`src/rtl/sram_ctrl_pkg.sv`:
```
// Shared definitions for the SRAM request controller.
//   state_t : controller FSM state encoding
//   RD_LAT  : cycles from read accept edge to the rsp_valid cycle (inclusive)
//   WR_LAT  : cycles from write accept edge to the rsp_valid cycle (inclusive)
package sram_ctrl_pkg;

  typedef enum logic [2:0] {
    IDLE    = 3'd0,
    RD_ADDR = 3'd1,
    RD_WAIT = 3'd2,
    RD_CAP  = 3'd3,
    WR_ADDR = 3'd4,
    WR_LOAD = 3'd5,
    WR_HOLD = 3'd6
  } state_t;

  localparam int unsigned RD_LAT = 4;
  localparam int unsigned WR_LAT = 4;

  // States during which the SRAM pin stage must see write mode.
  function automatic logic is_write_drive(input state_t s);
    return (s == WR_LOAD) || (s == WR_HOLD);
  endfunction

endpackage

```
`src/rtl/sram_req_ctrl.sv`:
```
// SRAM request controller: accepts one read or write request at a time from a
// valid/ready interface and sequences it to a registered SRAM pin stage.
// Ports:
//   CLK, RST              : clock (rising edge), asynchronous active-high reset
//   req_valid/req_ready   : request handshake; ready only in IDLE
//   req_write             : 1 = write, 0 = read
//   req_addr, req_wdata   : request address / write data (sampled on accept)
//   rsp_valid             : one-cycle completion pulse, no backpressure
//   rsp_rdata             : read data, valid while rsp_valid follows a read
//   mode_R1_W0            : to pin stage, 1 = read/idle, 0 = write
//   SRAM_ADDR_Stream      : address to pin stage
//   SRAM_DATA_IN_Stream   : write data to pin stage
//   SRAM_DATA_OUT_Stream  : registered read data from pin stage
module sram_req_ctrl
  import sram_ctrl_pkg::*;
#(
  parameter int ADDRW = 20,
  parameter int DATAW = 16
) (
  input  logic             CLK,
  input  logic             RST,
  input  logic             req_valid,
  output logic             req_ready,
  input  logic             req_write,
  input  logic [ADDRW-1:0] req_addr,
  input  logic [DATAW-1:0] req_wdata,
  output logic             rsp_valid,
  output logic [DATAW-1:0] rsp_rdata,
  output logic             mode_R1_W0,
  output logic [ADDRW-1:0] SRAM_ADDR_Stream,
  output logic [DATAW-1:0] SRAM_DATA_IN_Stream,
  input  logic [DATAW-1:0] SRAM_DATA_OUT_Stream
);

  state_t           r_state;
  state_t           w_next;
  logic             w_accept;
  logic             w_mode_next;
  logic             r_mode;
  logic             r_rsp_valid;
  logic [DATAW-1:0] r_rdata;
  logic [ADDRW-1:0] r_addr;
  logic [DATAW-1:0] r_wdata;

  // Gated by RST so nothing can be accepted while reset is held.
  assign req_ready = (r_state == IDLE) && !RST;
  assign w_accept  = req_valid && req_ready;

  always_comb begin
    w_next = r_state;
    unique case (r_state)
      IDLE:    if (w_accept) w_next = req_write ? WR_ADDR : RD_ADDR;
      RD_ADDR: w_next = RD_WAIT;
      RD_WAIT: w_next = RD_CAP;
      RD_CAP:  w_next = IDLE;
      WR_ADDR: w_next = WR_LOAD;
      WR_LOAD: w_next = WR_HOLD;
      WR_HOLD: w_next = IDLE;
      default: w_next = IDLE;
    endcase
    // Mode is registered from the next state so it is glitch-free at the pins
    // and low exactly while the FSM sits in WR_LOAD/WR_HOLD.
    w_mode_next = !is_write_drive(w_next);
  end

  always_ff @(posedge CLK or posedge RST) begin
    if (RST) begin
      r_state     <= IDLE;
      r_mode      <= 1'b1;
      r_rsp_valid <= 1'b0;
      r_rdata     <= '0;
      r_addr      <= '0;
      r_wdata     <= '0;
    end else begin
      r_state     <= w_next;
      r_mode      <= w_mode_next;
      // Completion pulse lands in the IDLE cycle after the last busy state.
      r_rsp_valid <= (r_state == RD_CAP) || (r_state == WR_HOLD);
      if (r_state == RD_CAP) r_rdata <= SRAM_DATA_OUT_Stream;
      if (w_accept) begin
        r_addr <= req_addr;
        if (req_write) r_wdata <= req_wdata;
      end
    end
  end

  assign rsp_valid           = r_rsp_valid;
  assign rsp_rdata           = r_rdata;
  assign mode_R1_W0          = r_mode;
  assign SRAM_ADDR_Stream    = r_addr;
  assign SRAM_DATA_IN_Stream = r_wdata;

endmodule

```
`config.mk`:
```
export PLATFORM = sky130hd
export DESIGN_NAME = sram_req_ctrl
export DESIGN_NICKNAME = d
export VERILOG_FILES = /design/src/rtl/sram_ctrl_pkg.sv /design/src/rtl/sram_req_ctrl.sv
export SDC_FILE = /design/constraint.sdc
export NUM_CORES = 1
export LEC_CHECK = 0
export ABC_AREA = 1
export CORE_AREA = 5 5 94 96
export CTS_CLUSTER_SIZE = 16
export DETAILED_ROUTE_END_ITERATION = 8
export DIE_AREA = 0 0 99 101
export GPL_TIMING_DRIVEN = 0
export PLACE_DENSITY = 0.64
export SLEW_MARGIN = 10
export SYNTH_ARGS = -nofsm -noshare
export SYNTH_HDL_FRONTEND = slang
export SYNTH_SLANG_ARGS = --single-unit
export TNS_END_PERCENT = 50
```
`constraint.sdc`:
```
create_clock -name CLK -period 1.8 [get_ports CLK]
set_input_delay 0.36 -clock CLK [delete_from_list [all_inputs] [get_ports CLK]]
set_output_delay 0.36 -clock CLK [all_outputs]
set_load 0.01 [all_outputs]
```
==> results.cfg <==
[finish]
final.fill_count = 787
layout.nets = 424
drive_above_1_share_pct = 10.99
syn_to_final_growth_pct = 65.17
final_area_sq_um = 3821
antenna_cells = 0

[clock_tree]
htreeDepth = 3
cts_buffer_depth = 2
cts_buffers = 9
cts_root_buffer = clkbuf_8
cts_tree = done
clkLatencyLatePin_ps = 320
cts_sinks = 57
clk_pin_slew_ps = 70
hold_buffers = 0

[global_routing]
top_usage_layer = met2
grtUsageMet3_pct = 5.329
grt_pass1_vias = 2153
grtUsageMet2_pct = 20.71
grt_pass1_wl_mm = 10.40
grt_usage_pct = 13.03
grt.met1_usage_pct = 15.81
antenna_found_initial = 0
overflow = 0
grt_max_degree = 34

[yosys]
syn_inst = 246
ys.flop_type = dfrtp_1
ys_ff_latch = 57
synth_cell_types = 18
syn-cell-area_sq_um = 2313
synth_fp_nets = 302
synth_edf_count = 0
yosys-top-cells-area = dfrtp_1 (61%), nand2_1 (18%), nand3_1 (3.5%)
yosys_warnings = 0
yosysTopAreaCell = dfrtp_1
synth_most_common_cell = nand2_1
synth.top_cells.by_count = nand2_1 (113), dfrtp_1 (56), inv_1 (20)
async_flop_share_pct = 100.0
synth_top_area_share_pct = 60.57
ys_seq_area_share_pct = 61.71
synth.avg_cell_area_sq_um = 9.404

[setup_path]
r2r_setup_slack_ps = 490
end_kind = primary output
cp_slowest_cell = clkdlybuf4s50_1
crit_required_ps = 1440
cp_max_fo = 1
critical_path_buf_inv_count = 1
path_delay_family = buffers and inverters
crit_path_start_kind = flop
max_stage_delay_ps = 540
worstSetupPathType = flop to primary output
cp.arrival_ps = 1380
crit_chain = clkdlybuf4s50_1

[timing]
maxSlewViolCount = 0
worst_slack_ps = 62.81
finalHoldViolations = 0
min_period_ps = 1737
setup_violations = 0
timing.slew.headroom_pct = 63.33
worstMarginPinSlew_ps = 549.2
period_share_pct = 96.51
grt_setup_unrepaired = no
fin_hold_ws_ps = 337.2
clock.fmax_ghz = 0.5756
fin_skew_ps = 7.735

[floorplan]
die_h_microns = 101
io_pins = 111
die-width_microns = 99
row_count = 33
initial_core_util_pct = 29.03
dieArea_sq_um = 9999
core_sq_um = 7969

[place]
hpwl_mm = 4.588
portBuffers = 109
gp_congestion = 0.7442
pre_cts_ws_ps = -302.1
dpl_cell_area_sq_um = 3556

[detailed_routing]
drc = 0
avgRoutedWirePerCell_microns = 12.72
drtIter0Drc = 41
via_per_inst = 4.165
drt.antenna.violating_nets = 0
num_vias = 1991
first_pass_iters = 4
routed_wl_mm = 6.082

[status]
outcome = completed

[pwr]
ir_worst_vdd_uv = 739.2
powerDensity_nw_per_um2 = 1650
power.leakage_uw = 0.001863

[min_path]
hold_class = primary input to flop

[flow_run]
cap_violations = 0
## final timing paths
check,startpoint,to,depth (start not counted)
max in group asynchronous,RST,mode_R1_W0$_DFF_PP1_,3
min in group asynchronous,RST,r_state[2]$_DFF_PP0_,2
hold reg to reg,SRAM_DATA_IN_Stream[4]$_DFFE_PP0P_,SRAM_DATA_IN_Stream[4]$_DFFE_PP0P_,2
hold / removal,req_write,SRAM_DATA_IN_Stream[14]$_DFFE_PP0P_,3
setup / recovery,mode_R1_W0$_DFF_PP1_,mode_R1_W0,1
setup reg to reg,r_state[0]$_DFF_PP0_,SRAM_DATA_IN_Stream[5]$_DFFE_PP0P_,6
## kinds of logic after synthesis
group	after synthesis	synth area share, %
AND/OR/NAND/NOR	137	26.18
AO/OA/AOI/OAI	20	4.326
buffers and inverters	32	7.787
flip-flops	57	61.71
## through the flow
| step | std cells | total power, uW | setup TNS (ps) | util, % |
|---|---|---|---|---|
| after floorplan | 246 | 3313 | 0 | - |
| after global placement | 460 | 4777 | -66140 | 44.37 |
| after detailed placement | 461 | 4852 | -302.1 | 44.62 |
| after CTS | 478 | 6420 | 0 | 48.01 |
| after global routing | 478 | 6763 | 0 | 47.95 |
| final | 478 | 6304 | 0 | 47.95 |
## power by group
part	internal, uW	switching (uW)
clock	1030	491
sequential	1880	355
combinational	1420	1120
## cell type report
class	instances	area, sq um	share of cell area [%]
flip-flops and latches	57	1428	37.36
repair buffers	111	1114	29.14
clock inverters	4	97.59	2.554
inverters	21	78.83	2.063
plain buffers	11	101.3	2.652
multi-input cells	157	705.7	18.47
well taps	105	131.4	3.438
clock buffers	12	165.2	4.322
## sequential cells by signal, indices dropped and copies added (netlist names)
| signal | cells |
|---|---|
| SRAM_ADDR_Stream | 20 |
| SRAM_DATA_IN_Stream | 16 |
| rsp_rdata | 16 |
| r_state | 3 |
| mode_R1_W0 | 1 |
| rsp_valid | 1 |
## metal layers
| metal | wire length, microns | up-vias |
|---|---|---|
| met5 | 0 | - |
| met3 | 545 | 10 |
| met1 | 2677 | 912 |
| li1 | - | 1001 |
| met2 | 2798 | 68 |
| met4 | 61 | 0 |
## what timing repair did
item,4_1_cts,5_1_grt
pin swaps,1,0
endpoints found under the setup margin,1,1
setup buffers,1,0
gates resized for setup,2,1
## cells in the final DEF (no fill, tap or decap), drive strengths merged
| master | netlist | layout |
|---|---|---|
| nand2 | 114 | 114 |
| clkdlybuf4s50 | 0 | 108 |
| dfrtp | 56 | 56 |
| inv | 21 | 21 |
| o21ai | 20 | 20 |
| nand3 | 18 | 18 |
| clkbuf | 2 | 15 |
| buf | 9 | 11 |
| bufinv | 0 | 3 |
| nor2 | 3 | 3 |
| nand4 | 1 | 1 |
| or2 | 1 | 1 |
| clkinvlp | 0 | 1 |
| dfstp | 1 | 1 |
Power figures use the tool's default switching activity.
